### src/rtl/bram_pkg.sv
// Shared constants for the dual-port BRAM arbiter: FSM state encoding and port indices.
package bram_pkg;

  localparam logic [1:0] ARB   = 2'd0;
  localparam logic [1:0] LOCK0 = 2'd1;
  localparam logic [1:0] LOCK1 = 2'd2;

  localparam logic PORT0 = 1'b0;
  localparam logic PORT1 = 1'b1;

endpackage

### src/rtl/rr_lock_sel.sv
// Round-robin grant selection with bounded exclusive lock ownership.
import bram_pkg::*;

module rr_lock_sel #(
  parameter int LOCK_MAX = 16
) (
  input  logic clock,
  input  logic reset_n,
  input  logic p0_req,
  input  logic p1_req,
  input  logic p0_lock,
  input  logic p1_lock,
  output logic p0_grant,
  output logic p1_grant
);

  localparam logic [7:0] LOCK_LAST = 8'(LOCK_MAX - 1);

  logic [1:0] state_r;
  logic [1:0] state_nxt_s;
  logic       last_grant_r;
  logic       last_grant_nxt_s;
  logic [7:0] lock_cnt_r;
  logic [7:0] lock_cnt_nxt_s;

  // Grant decode: a tie goes to the port that did not win last time
  always_comb begin
    p0_grant = 1'b0;
    p1_grant = 1'b0;
    case (state_r)
      ARB: begin
        if (p0_req && p1_req) begin
          p0_grant = (last_grant_r == PORT1);
          p1_grant = (last_grant_r == PORT0);
        end else begin
          p0_grant = p0_req;
          p1_grant = p1_req;
        end
      end
      LOCK0:   p0_grant = p0_req;
      LOCK1:   p1_grant = p1_req;
      default: begin
        p0_grant = 1'b0;
        p1_grant = 1'b0;
      end
    endcase
  end

  // Next-state: lock entry on a locking grant, exit on lock release or budget expiry
  always_comb begin
    state_nxt_s      = state_r;
    last_grant_nxt_s = last_grant_r;
    lock_cnt_nxt_s   = lock_cnt_r;
    case (state_r)
      ARB: begin
        if (p0_grant) begin
          last_grant_nxt_s = PORT0;
          if (p0_lock) begin
            state_nxt_s    = LOCK0;
            lock_cnt_nxt_s = 8'd0;
          end else begin
            state_nxt_s = ARB;
          end
        end else if (p1_grant) begin
          last_grant_nxt_s = PORT1;
          if (p1_lock) begin
            state_nxt_s    = LOCK1;
            lock_cnt_nxt_s = 8'd0;
          end else begin
            state_nxt_s = ARB;
          end
        end else begin
          state_nxt_s = ARB;
        end
      end
      LOCK0: begin
        lock_cnt_nxt_s   = lock_cnt_r + 8'd1;
        last_grant_nxt_s = PORT0;
        if ((lock_cnt_r == LOCK_LAST) || !p0_lock) begin
          state_nxt_s = ARB;
        end else begin
          state_nxt_s = LOCK0;
        end
      end
      LOCK1: begin
        lock_cnt_nxt_s   = lock_cnt_r + 8'd1;
        last_grant_nxt_s = PORT1;
        if ((lock_cnt_r == LOCK_LAST) || !p1_lock) begin
          state_nxt_s = ARB;
        end else begin
          state_nxt_s = LOCK1;
        end
      end
      default: begin
        state_nxt_s    = ARB;
        lock_cnt_nxt_s = 8'd0;
      end
    endcase
  end

  // Arbitration state registers; reset makes port 0 win the first tie
  always_ff @(posedge clock or negedge reset_n) begin
    if (!reset_n) begin
      state_r      <= ARB;
      last_grant_r <= PORT1;
      lock_cnt_r   <= 8'd0;
    end else begin
      state_r      <= state_nxt_s;
      last_grant_r <= last_grant_nxt_s;
      lock_cnt_r   <= lock_cnt_nxt_s;
    end
  end

endmodule

### src/rtl/bram_arbiter.sv
// Two-port arbiter in front of a single-port BRAM with registered read data.
import bram_pkg::*;

module bram_arbiter #(
  parameter int RAM_WIDTH     = 32,
  parameter int RAM_ADDR_BITS = 9,
  parameter int LOCK_MAX      = 16
) (
  input  logic                     clock,
  input  logic                     reset_n,
  input  logic                     p0_req,
  input  logic                     p0_we,
  input  logic                     p0_lock,
  input  logic [RAM_ADDR_BITS-1:0] p0_addr,
  input  logic [RAM_WIDTH-1:0]     p0_wdata,
  output logic                     p0_ack,
  output logic                     p0_rvalid,
  output logic [RAM_WIDTH-1:0]     p0_rdata,
  input  logic                     p1_req,
  input  logic                     p1_we,
  input  logic                     p1_lock,
  input  logic [RAM_ADDR_BITS-1:0] p1_addr,
  input  logic [RAM_WIDTH-1:0]     p1_wdata,
  output logic                     p1_ack,
  output logic                     p1_rvalid,
  output logic [RAM_WIDTH-1:0]     p1_rdata,
  output logic                     ram_enable,
  output logic                     ram_write_enable,
  output logic [RAM_ADDR_BITS-1:0] ram_address,
  output logic [RAM_WIDTH-1:0]     ram_input_data,
  input  logic [RAM_WIDTH-1:0]     ram_output_data
);

  logic grant0_s;
  logic grant1_s;
  logic rd0_r;
  logic rd1_r;

  rr_lock_sel #(.LOCK_MAX(LOCK_MAX)) u_sel (
    .clock    (clock),
    .reset_n  (reset_n),
    .p0_req   (p0_req),
    .p1_req   (p1_req),
    .p0_lock  (p0_lock),
    .p1_lock  (p1_lock),
    .p0_grant (grant0_s),
    .p1_grant (grant1_s)
  );

  assign p0_ack    = grant0_s;
  assign p1_ack    = grant1_s;
  assign p0_rvalid = rd0_r;
  assign p1_rvalid = rd1_r;
  assign p0_rdata  = rd0_r ? ram_output_data : {RAM_WIDTH{1'b0}};
  assign p1_rdata  = rd1_r ? ram_output_data : {RAM_WIDTH{1'b0}};

  // Memory request mux from the acknowledged port
  always_comb begin
    ram_enable       = 1'b0;
    ram_write_enable = 1'b0;
    ram_address      = {RAM_ADDR_BITS{1'b0}};
    ram_input_data   = {RAM_WIDTH{1'b0}};
    if (grant0_s) begin
      ram_enable       = 1'b1;
      ram_write_enable = p0_we;
      ram_address      = p0_addr;
      ram_input_data   = p0_wdata;
    end else if (grant1_s) begin
      ram_enable       = 1'b1;
      ram_write_enable = p1_we;
      ram_address      = p1_addr;
      ram_input_data   = p1_wdata;
    end else begin
      ram_enable       = 1'b0;
      ram_write_enable = 1'b0;
    end
  end

  // Read-return tracking matches the one-cycle RAM read latency
  always_ff @(posedge clock or negedge reset_n) begin
    if (!reset_n) begin
      rd0_r <= 1'b0;
      rd1_r <= 1'b0;
    end else begin
      rd0_r <= grant0_s & ~p0_we;
      rd1_r <= grant1_s & ~p1_we;
    end
  end

endmodule

### config.mk
export PLATFORM = sky130hd
export DESIGN_NAME = bram_arbiter
export DESIGN_NICKNAME = d
export VERILOG_FILES = /design/src/rtl/bram_pkg.sv /design/src/rtl/rr_lock_sel.sv /design/src/rtl/bram_arbiter.sv
export SDC_FILE = /design/constraint.sdc
export NUM_CORES = 1
export LEC_CHECK = 0
export ABC_AREA = 0
export CAP_MARGIN = 20
export CORE_AREA = 2 2 91 93
export CTS_BUF_LIST = sky130_fd_sc_hd__clkbuf_2
export CTS_CLUSTER_SIZE = 20
export DETAILED_ROUTE_END_ITERATION = 12
export DIE_AREA = 0 0 93 95
export PLACE_DENSITY = 0.72
export SLEW_MARGIN = 10
export SYNTH_ARGS = -nofsm -noshare
export SYNTH_HDL_FRONTEND = slang
export SYNTH_SLANG_ARGS = --single-unit
### constraint.sdc
create_clock -name clock -period 2.4 [get_ports clock]
set_input_delay 0.48 -clock clock [delete_from_list [all_inputs] [get_ports clock]]
set_output_delay 0.48 -clock clock [all_outputs]
set_load 0.005 [all_outputs]
==> impl_metrics.py <==
metrics = {
    "outcome": {
        "status": "finished with violations",
        "violations": "setup timing",
    },
    "logic_synthesis": {
        "ys_seq_area_frac": 0.184,
        "syn_area_um2": 1770,
        "synthFlopType": "dfrtp_1",
        "synth_edf_count": 0,
        "netlist_instances": 212,
        "ys_types": 43,
        "ys_ff_latch": 13,
        "synth_fp_nets": 339,
        "synthArstFlopShare": 1.00,
        "synth_warnings": 0,
        "avgSynthCellArea_um2": 8.37,
    },
    "worst_setup_path": {
        "path_class": "reg2out",
        "critPathMaxFanout": 8,
        "endpoint_kind": "output port",
        "startpoint": "u_sel.state_r[0]",
        "rr_startpoint": "u_sel.state_r[0]",
        "required_ns": 1.92,
        "crit_arrival_ns": 1.97,
        "start_kind": "flop",
    },
    "placed_design": {
        "io_buffers": 232,
        "place_ws_ns": -0.319,
        "place.gp.congestion": 0.918,
        "hpwlAfterDp_mm": 8.13,
    },
    "floorplan": {
        "die_height_um": 95,
        "die_area_um2": 8840,
        "ios": 233,
        "num_rows": 33,
        "fp.dieW_um": 93,
        "core_um2": 7930,
        "initial_core_util": 0.224,
    },
    "detailed_routing": {
        "num_vias": 2692,
        "via_per_inst": 4.73,
        "ant_nets": 0,
        "wl_mm": 10.3,
        "routedWlPerCell_um": 18.1,
        "dr.pass1.iters": 4,
        "drt_iter0_markers": 79,
        "drcViolationCount": 0,
    },
    "sta": {
        "rsz0062_at_grt": "yes",
        "post-route-period-util": 1.02,
        "hold_violations": 0,
        "clock_skew_ns": 0.00641,
        "whs_ns": 0.573,
        "drv_slew": 0,
        "worstMarginPinSlew_ns": 0.610,
        "period_minus_slack_ns": 2.45,
        "timing.fmax_mhz": 408,
        "maxSlewHeadroom": 0.592,
        "setup_viol": 23,
        "setup_slack_ns": -0.0484,
    },
    "global_routing": {
        "grt_max_degree": 34,
        "grt_pass1_vias": 2535,
        "grt_overflow": 0,
        "grt_util_all_layers": 0.213,
        "grt_pass1_wl_mm": 14.6,
        "antenna_found_initial": 0,
    },
    "final_layout": {
        "layout_common_cells": "clkdlybuf4s50_1 (186), and2_1 (64), a22o_1 (40), clkbuf_2 (23), buf_2 (23)",
        "drive_gt1_frac": 0.218,
        "area_growth_syn_to_layout_pct": 148,
        "n_antenna_cell": 0,
        "layout_commonest_cell": "clkdlybuf4s50_1",
        "nNetsFinal": 592,
    },
    "cts": {
        "cts.sinks": 13,
        "h-tree-depth": 1,
        "hold_buffers": 0,
        "cts.clk_slew.worst_paths_ns": 0.13,
        "cts_tree": "built",
        "cts_root_buf": "clkbuf_2",
        "clock_latency_ns": 0.27,
        "clockBufferDepth": 2,
        "cts_buffers": 3,
    },
    "worst_hold_path": {
        "min_path_type": "in2async",
    },
    "power_and_ir_drop": {
        "pwr-share-comb": 0.822,
        "p_per_area_nw_per_um2": 532,
        "p_leak_nw": 1.91,
        "p_sw_frac": 0.385,
        "seqPwrFrac": 0.128,
        "power.share.clock": 0.050,
        "power.total_w": 0.00234,
        "p_int_w": 0.00144,
        "p_sw_w": 0.000899,
        "vdd_drop_max_v": 0.000310,
    },
    "flow_run": {
        "maxCapViolations": 0,
    },
}
sequential cells by signal, indices dropped and copies added, names as in the netlist:
signal	count
u_sel.lock_cnt_r	8
u_sel.last_grant_r	1
p1_rvalid	1
p0_rvalid	1
u_sel.state_r	2
cell type report:
cell class              instances  area (µm²)
fillers                       764        3540
repair buffers                265        2510
multi-input cells             177        1380
flip-flops and latches         13         327
well taps                     105         131
clock buffers                   4        20.0
inverters                       5        18.8
logic make-up (layout without fill, tap and decap cells):
logic type	Yosys count	after routing	synth area share
and+or+nand+nor	97	97	0.336
AOI/OAI and AO/OA	75	75	0.360
buffers and inverters	22	274	0.0846
DFF	13	13	0.184
adders and majority gates	5	5	0.0353
synth_stat cells, drive strengths merged (2+ instances only):
master | instances | area (µm²)
and2 | 64 | 400
nor3 | 2 | 10.0
a31oi | 2 | 12.5
a22o | 42 | 368
a21oi | 4 | 27.5
o211a | 2 | 20.0
o22ai | 2 | 12.5
clkbuf | 7 | 26.3
a32o | 2 | 20.0
nand3 | 4 | 20.0
ha | 5 | 62.6
nand2b | 3 | 21.3
inv | 5 | 18.8
dfrtp | 12 | 300
buf | 10 | 105
o211ai | 2 | 20.0
nor2 | 6 | 30.0
nand2 | 8 | 30.0
and3 | 2 | 12.5
o21ai | 11 | 55.1
nor3b | 3 | 27.5
worst paths after layout:
check / slack [ns] / depth (start not counted) / to
max in group asynchronous: 1.43 / 1 / u_sel.lock_cnt_r[3]
hold reg to reg: 0.59 / 1 / u_sel.lock_cnt_r[0]
setup / recovery: -0.05 / 7 / ram_address[7]
setup reg to reg: 0.48 / 8 / u_sel.lock_cnt_r[3]
min in group clock: 0.59 / 1 / u_sel.lock_cnt_r[0]
hold / removal: 0.57 / 1 / u_sel.lock_cnt_r[0]
per-stage QoR:
| stage | util | std cells | setup TNS [ns] | instance area (µm²) |
|---|---|---|---|---|
| 2_1_floorplan | - | 212 | 0 | 1770 |
| 3_3_place_gp | 0.540 | 553 | -11.60 | 4280 |
| 3_5_place_dp | 0.540 | 553 | -12.16 | 4280 |
| 4_1_cts | 0.553 | 565 | -1.18 | 4390 |
| 5_1_grt | 0.554 | 569 | -3.81 | 4390 |
| 6_report | 0.554 | 569 | -0.271 | 4390 |
worst max-delay path, stage by stage, from the launching register on:
cell and delay, ns:
dfrtp_1 0.45, inv_2 0.08, ha_4 0.19, buf_6 0.11, o221a_4 0.33, buf_12 0.17
a22o_1 0.23, buf_2 0.14
timing repair:
| item | in CTS | in global routing |
|---|---|---|
| pin swaps | 4 | 8 |
| hold endpoints to repair | 0 | 0 |
| endpoints found under the setup margin | 45 | 44 |
| setup buffers | 6 | 1 |
| resized for setup | 153 | 31 |
| gates cloned | 2 | 3 |
per-layer routing:
| layer | vias to the layer above | GRT usage | part of all wire |
|---|---|---|---|
| li1 | 1287 | - | - |
| met1 | 1279 | 0.261 | 0.41 |
| met2 | 114 | 0.385 | 0.51 |
| met3 | 12 | 0.0559 | 0.068 |
| met4 | 0 | 0.0306 | 0.011 |
| met5 | - | 0 | 0 |
power groups by stage:
| stage | combinational, W | clock, W | sequential (W) |
|---|---|---|---|
| after floorplan | 0.000747 | 0 | 0.000302 |
| after global placement | 0.00174 | 0 | 0.000304 |
| after detailed placement | 0.00176 | 0 | 0.000308 |
| after CTS | 0.00186 | 0.000124 | 0.000297 |
| after global routing | 0.00206 | 0.000134 | 0.000307 |
| final | 0.00192 | 0.000116 | 0.000299 |
Power figures use the tool's default switching activity.
==> RTL change 1, RTL diff (same flow settings) <==
`LOCK_MAX` is set to 16 in 2 places; all go to 12.
--- a/src/rtl/rr_lock_sel.sv
+++ b/src/rtl/rr_lock_sel.sv
@@ -4,3 +4,3 @@
 module rr_lock_sel #(
-  parameter int LOCK_MAX = 16
+  parameter int LOCK_MAX = 12
 ) (
--- a/src/rtl/bram_arbiter.sv
+++ b/src/rtl/bram_arbiter.sv
@@ -6,3 +6,3 @@
   parameter int RAM_ADDR_BITS = 9,
-  parameter int LOCK_MAX      = 16
+  parameter int LOCK_MAX      = 12
 ) (
Check against the original RTL: no difference found for any inputs over 10 cycles, from zero or initial values and one cycle with reset_n low; that may be too few to reach the edited logic, so the function may still have changed.
==> RTL change 1 against the unedited design <==
Worst setup slack lost 0.18 ns. Sequential cell count unchanged. The flow still finishes with violations (negative setup slack). Highest routed layer is now met5. Sequential share of layout area up 0.051 points. Routed wire length fell by 0.30%. Total power down 4.5%. Synthesized cell count fell by 1.9%. Final cell count is 0.70% lower. Combinational power decreased by 6%. Design area shrank 0.68%. Synthesized area is 8.3% lower. Largest cell class unchanged.
==> RTL change 1: results (changes against the unedited design) <==
* Relative slew slack at 58.6% (was 59.2%)
* Pwr dens at 511 mW/mm² (was 532 mW/mm²)
* Delay-heaviest family, CP: buffers and inverters (was compound AO/OA/AOI/OAI gates)
* Final hold viol count at 0 (unchanged)
* Final net count at 580 (was 592)
* WL/cell at 18.2 µm (was 18.1 µm)
* Final Wtd Congestion at 0.923 (was 0.918)
* Layout Skew at 0.00173 ns (was 0.00641 ns)
* Worst Path Max Fanout at 13 (was 8)
* DR vias/cell at 4.65 (was 4.73)
* Cell-internal power at 0.00142 W (was 0.00144 W)
* Aggregate routed wire length at 10300 µm (about the same)
* WP data arrival at 2.15 ns (was 1.97 ns)
* Post-synthesis cell type count at 33 (was 43)
* Overall routing resource usage at 21.6% (was 21.3%)
* Initial antenna violation count at 9 (was 0)
* Final setup fails at 40 (was 23)
* Status: finished, violations left (unchanged)
* Setup WS pre-CTS at -0.352 ns (was -0.319 ns)
* Dpl hpwl at 8490 µm (was 8130 µm)
* Max incr delay on CP at 0.41 ns (was 0.45 ns)
* Max VDD drop at 389 µV (was 310 µV)
* Syn_area_per_cell at 7.82 µm² (was 8.37 µm²)
* Final setup margin at -0.232 ns (was -0.0484 ns)
* Dpl cell area at 0.00417 mm² (was 0.00428 mm²)
* Failing checks: negative setup slack (unchanged)
* Placed cell count at 546 (was 553)
* Setup TNS Final at -8.10 ns (was -0.271 ns)
* Vias in the first global route at 2545 (was 2535)
* Synth top cells by count: and2_1, a22o_1, dfrtp_1 (unchanged)
* Leakage power total at 1.83 nW (was 1.91 nW)
* Post-synthesis sequential area ratio at 20.1% (was 18.4%)
* Synth Net Count at 335 (was 339)
* Share of layout cells above drive strength 1 at 9.07% (was 21.8%)
* Hold Crit Class: reg2reg (was in2async)
* First DRT Iteration DRCs at 82 (was 79)
* Main area contributors after synthesis: and2_1, a22o_1, dfrtp_1 (unchanged)
RTL change 1: cell families after synthesis:
group                      synth area share (%)
AOI/OAI and AO/OA                          32.6
adders and majority gates                  3.85
buffers and inverters                      5.54
DFF                                        20.1
and+or+nand+nor                            37.9
RTL change 1: area by class of cell:
cell class / instances / area [µm²]
sequential: 13 / 327
timing repair buffer: 257 / 2570
inverter: 4 / 15.0
clock buffer: 4 / 20.0
tap: 105 / 131
antenna: 8 / 20.0
fill: 728 / 3570
multi-input combinational: 174 / 1280
RTL change 1: final timing paths:
path,depth (start not counted),from,end,slack (ns)
worst max-delay path,10,u_sel.state_r[0],ram_input_data[19],-0.23
worst min-delay path,1,u_sel.lock_cnt_r[3],u_sel.lock_cnt_r[3],0.54
worst max register to register,9,u_sel.state_r[0],u_sel.lock_cnt_r[7],0.42
worst min register to register,1,u_sel.lock_cnt_r[3],u_sel.lock_cnt_r[3],0.54
max in group asynchronous,1,reset_n,u_sel.state_r[1],1.44
min in group asynchronous,1,reset_n,u_sel.lock_cnt_r[3],0.56
RTL change 1: worst register-to-register path, cell delays in order (launching register included):
cell       delay, ns
dfrtp_1         0.41
inv_2           0.07
ha_4            0.19
buf_4           0.14
buf_4           0.12
a21boi_1        0.12
a2bb2oi_1       0.14
buf_4           0.17
or4_1           0.48
nand3_1         0.10
RTL change 1: per-layer routing:
metal | share of wire (%) | GRT usage [%] | vias up
met3 | 14 | 10.5 | 23
met2 | 42 | 30.6 | 160
met1 | 43 | 29.2 | 1178
li1 | - | - | 1260
met4 | 1.8 | 5.51 | 4
met5 | 0.18 | 0 | -
RTL change 1: timing repair:
item	in CTS	in global routing
hold buffers	0	0
gates cloned	2	0
pin swaps	4	1
endpoints found under the setup margin	45	44
setup buffers	5	0
gates resized for setup	51	1
==> RTL change 2, RTL diff (same settings) <==
Without the edit above. Make the reset (`reset_n`) synchronous in 2 clocked blocks.
--- a/src/rtl/rr_lock_sel.sv
+++ b/src/rtl/rr_lock_sel.sv
@@ -101,3 +101,3 @@
   // Arbitration state registers; reset makes port 0 win the first tie
-  always_ff @(posedge clock or negedge reset_n) begin
+  always_ff @(posedge clock) begin
     if (!reset_n) begin
--- a/src/rtl/bram_arbiter.sv
+++ b/src/rtl/bram_arbiter.sv
@@ -79,3 +79,3 @@
   // Read-return tracking matches the one-cycle RAM read latency
-  always_ff @(posedge clock or negedge reset_n) begin
+  always_ff @(posedge clock) begin
     if (!reset_n) begin
Formal check against the unedited RTL: differs if reset_n is asserted again (counterexample within 4 cycles, from zero or initial values and one cycle with reset_n low); with reset_n held inactive, the same outputs for 10 cycles.
==> RTL change 2 against the unedited design <==
Routed wire length shrank 7.2%. Synthesized area shrank 7.9%. Hold slack lost 0.067 ns. The run still ends with negative setup slack left. Core utilization grew 1.3 points. Sequential cell count is the same. Largest cell class unchanged. Worst setup slack lost 0.013 ns. Design area grew 2.4%.
Power is not compared: it rests on default switching activity, and its combinational part moved more than twofold at a synthesized area within 25%.
==> RTL change 2: results (changes against the unedited design) <==
* First-pass GRT wire length at 13600 µm (was 14600 µm)
* Post-synthesis sequential area ratio at 15.9% (was 18.4%)
* Status: finished, violations left (unchanged)
* Synth async-reset ratio at 0% (was 100%)
* Final setup fails at 39 (was 23)
* Clock slew at reported path FFs at 0.13 ns (about the same)
* Hold Crit Class: reg2reg (was in2async)
* Crit Reg-Reg Startpoint: u_sel.state_r[1] (was u_sel.state_r[0])
* Final setup margin at -0.0616 ns (was -0.0484 ns)
* Worst setup path endpoint: ram_input_data[31] (was ram_address[7])
* Fillers at 704 (was 764)
* Dpl cell area at 0.00413 mm² (was 0.00428 mm²)
* Synth Net Count at 344 (was 339)
* Vias in the first global route at 2587 (was 2535)
* Overall routing resource usage at 19.5% (was 21.3%)
* First DRT Iteration DRCs at 57 (was 79)
* WL/cell at 16.4 µm (was 18.1 µm)
* Hold path start: u_sel.lock_cnt_r[7]
* Layout Skew at 0.0124 ns (was 0.00641 ns)
* Final Wtd Congestion at 0.783 (was 0.918)
* Failing checks: negative setup slack (unchanged)
* Worst Path Max Fanout at 5 (was 8)
* Type of origin of the critical path: flop (unchanged)
* Reg2reg path depth at 8 (unchanged)
* Dpl hpwl at 6800 µm (was 8130 µm)
* Main area contributors after synthesis: and2_1, a22o_1, dfxtp_1 (was and2_1, a22o_1, dfrtp_1)
* Relative slew slack at 79.4% (was 59.2%)
* Synth top cells by count: and2_1, a22o_1, dfxtp_1, nand2_1, buf_2 (was and2_1, a22o_1, dfrtp_1)
* R2R Path End: u_sel.lock_cnt_r[6] (was u_sel.lock_cnt_r[3])
* Share of layout cells above drive strength 1 at 21.6% (was 21.8%)
* Post-synthesis cell type count at 34 (was 43)
* Ys flop type: dfxtp_1 (was dfrtp_1)
* Setup WS pre-CTS at -0.435 ns (was -0.319 ns)
* Initial antenna violation count at 1 (was 0)
* Via count at 2691 (was 2692)
* Clk_lat worst skew at 0.28 ns
* Final net count at 605 (was 592)
* Setup TNS Final at -1.07 ns (was -0.271 ns)
## RTL change 2: cell count changes after synthesis, moves of 4 or more
cell,delta
dfxtp_1,+13
a21oi_1,+6
dfrtp_1,-12
o21ai_0,-7
buf_2,+9
nand2_1,+5
buf_6,-6
nand3b_1,+4
## RTL change 2: layer usage
| layer | share of wire, % | GRT usage, % | wire length, µm |
|---|---|---|---|
| met1 | 41 | 23.6 | 3890 |
| met2 | 50 | 35.0 | 4820 |
| met3 | 7.9 | 4.79 | 755 |
| met4 | 1.0 | 3.92 | 99 |
| met5 | 0 | 0 | 0 |
## RTL change 2: worst min path at each step
stage	to	depth (start not counted)
floorplan	u_sel.lock_cnt_r[7]	2
global placement	u_sel.lock_cnt_r[7]	2
detailed placement	u_sel.lock_cnt_r[7]	2
CTS	u_sel.lock_cnt_r[7]	2
global route	u_sel.lock_cnt_r[7]	2
finish	u_sel.lock_cnt_r[7]	2
## RTL change 2: area by class of cell
cell class / count / area (µm²) / area share, %
sequential: 13 / 263 / 5.84
antenna: 1 / 2.50 / 0.0557
timing repair buffer: 275 / 2740 / 60.9
clock buffer: 4 / 20.0 / 0.445
inverter: 5 / 18.8 / 0.417
tap: 105 / 131 / 2.92
multi-input combinational: 180 / 1320 / 29.4
## RTL change 2: logic make-up (layout without fill, tap and decap cells)
family                     count (synthesis)  in the layout  share of synthesized area [%]
buffers and inverters                     24            284                           7.12
and+or+nand+nor                          105            105                           38.9
AOI/OAI and AO/OA                         70             70                           34.2
DFF                                       13             13                           15.9
other                                      0              1                              0
adders and majority gates                  5              5                           3.83
## RTL change 2: metrics by stage
stage | cells | power [W] | hold slack [ns]
2_1_floorplan | 217 | 0.000482 | 0.452
3_3_place_gp | 550 | 0.000981 | 0.463
3_5_place_dp | 550 | 0.000989 | 0.486
4_1_cts | 580 | 0.00122 | 0.504
5_1_grt | 582 | 0.00133 | 0.524
6_report | 583 | 0.00125 | 0.506
## RTL change 2: what timing repair did
action | in CTS | in global routing
gates resized for setup | 204 | 4
setup buffers | 16 | 0
setup endpoints to repair | 45 | 43
pin swaps | 16 | 20
gates cloned | 10 | 2
endpoints found under the hold margin | 0 | 0
## RTL change 2: power breakdown
part           leakage [nW]  switching (W)  internal (W)
Combinational          1.77       0.000317      0.000590
Sequential            0.106     0.00000653      0.000223
Clock                0.0166      0.0000725     0.0000442
Total                  1.90       0.000396      0.000857
## RTL change 2: critical path, cell delays in order, from the launching register on
cell	delay, ns
dfxtp_2	0.36
inv_2	0.05
ha_4	0.17
buf_6	0.11
a21o_1	0.19
a21oi_4	0.18
buf_6	0.12
buf_6	0.12
buf_16	0.12
a22o_1	0.14
buf_2	0.13
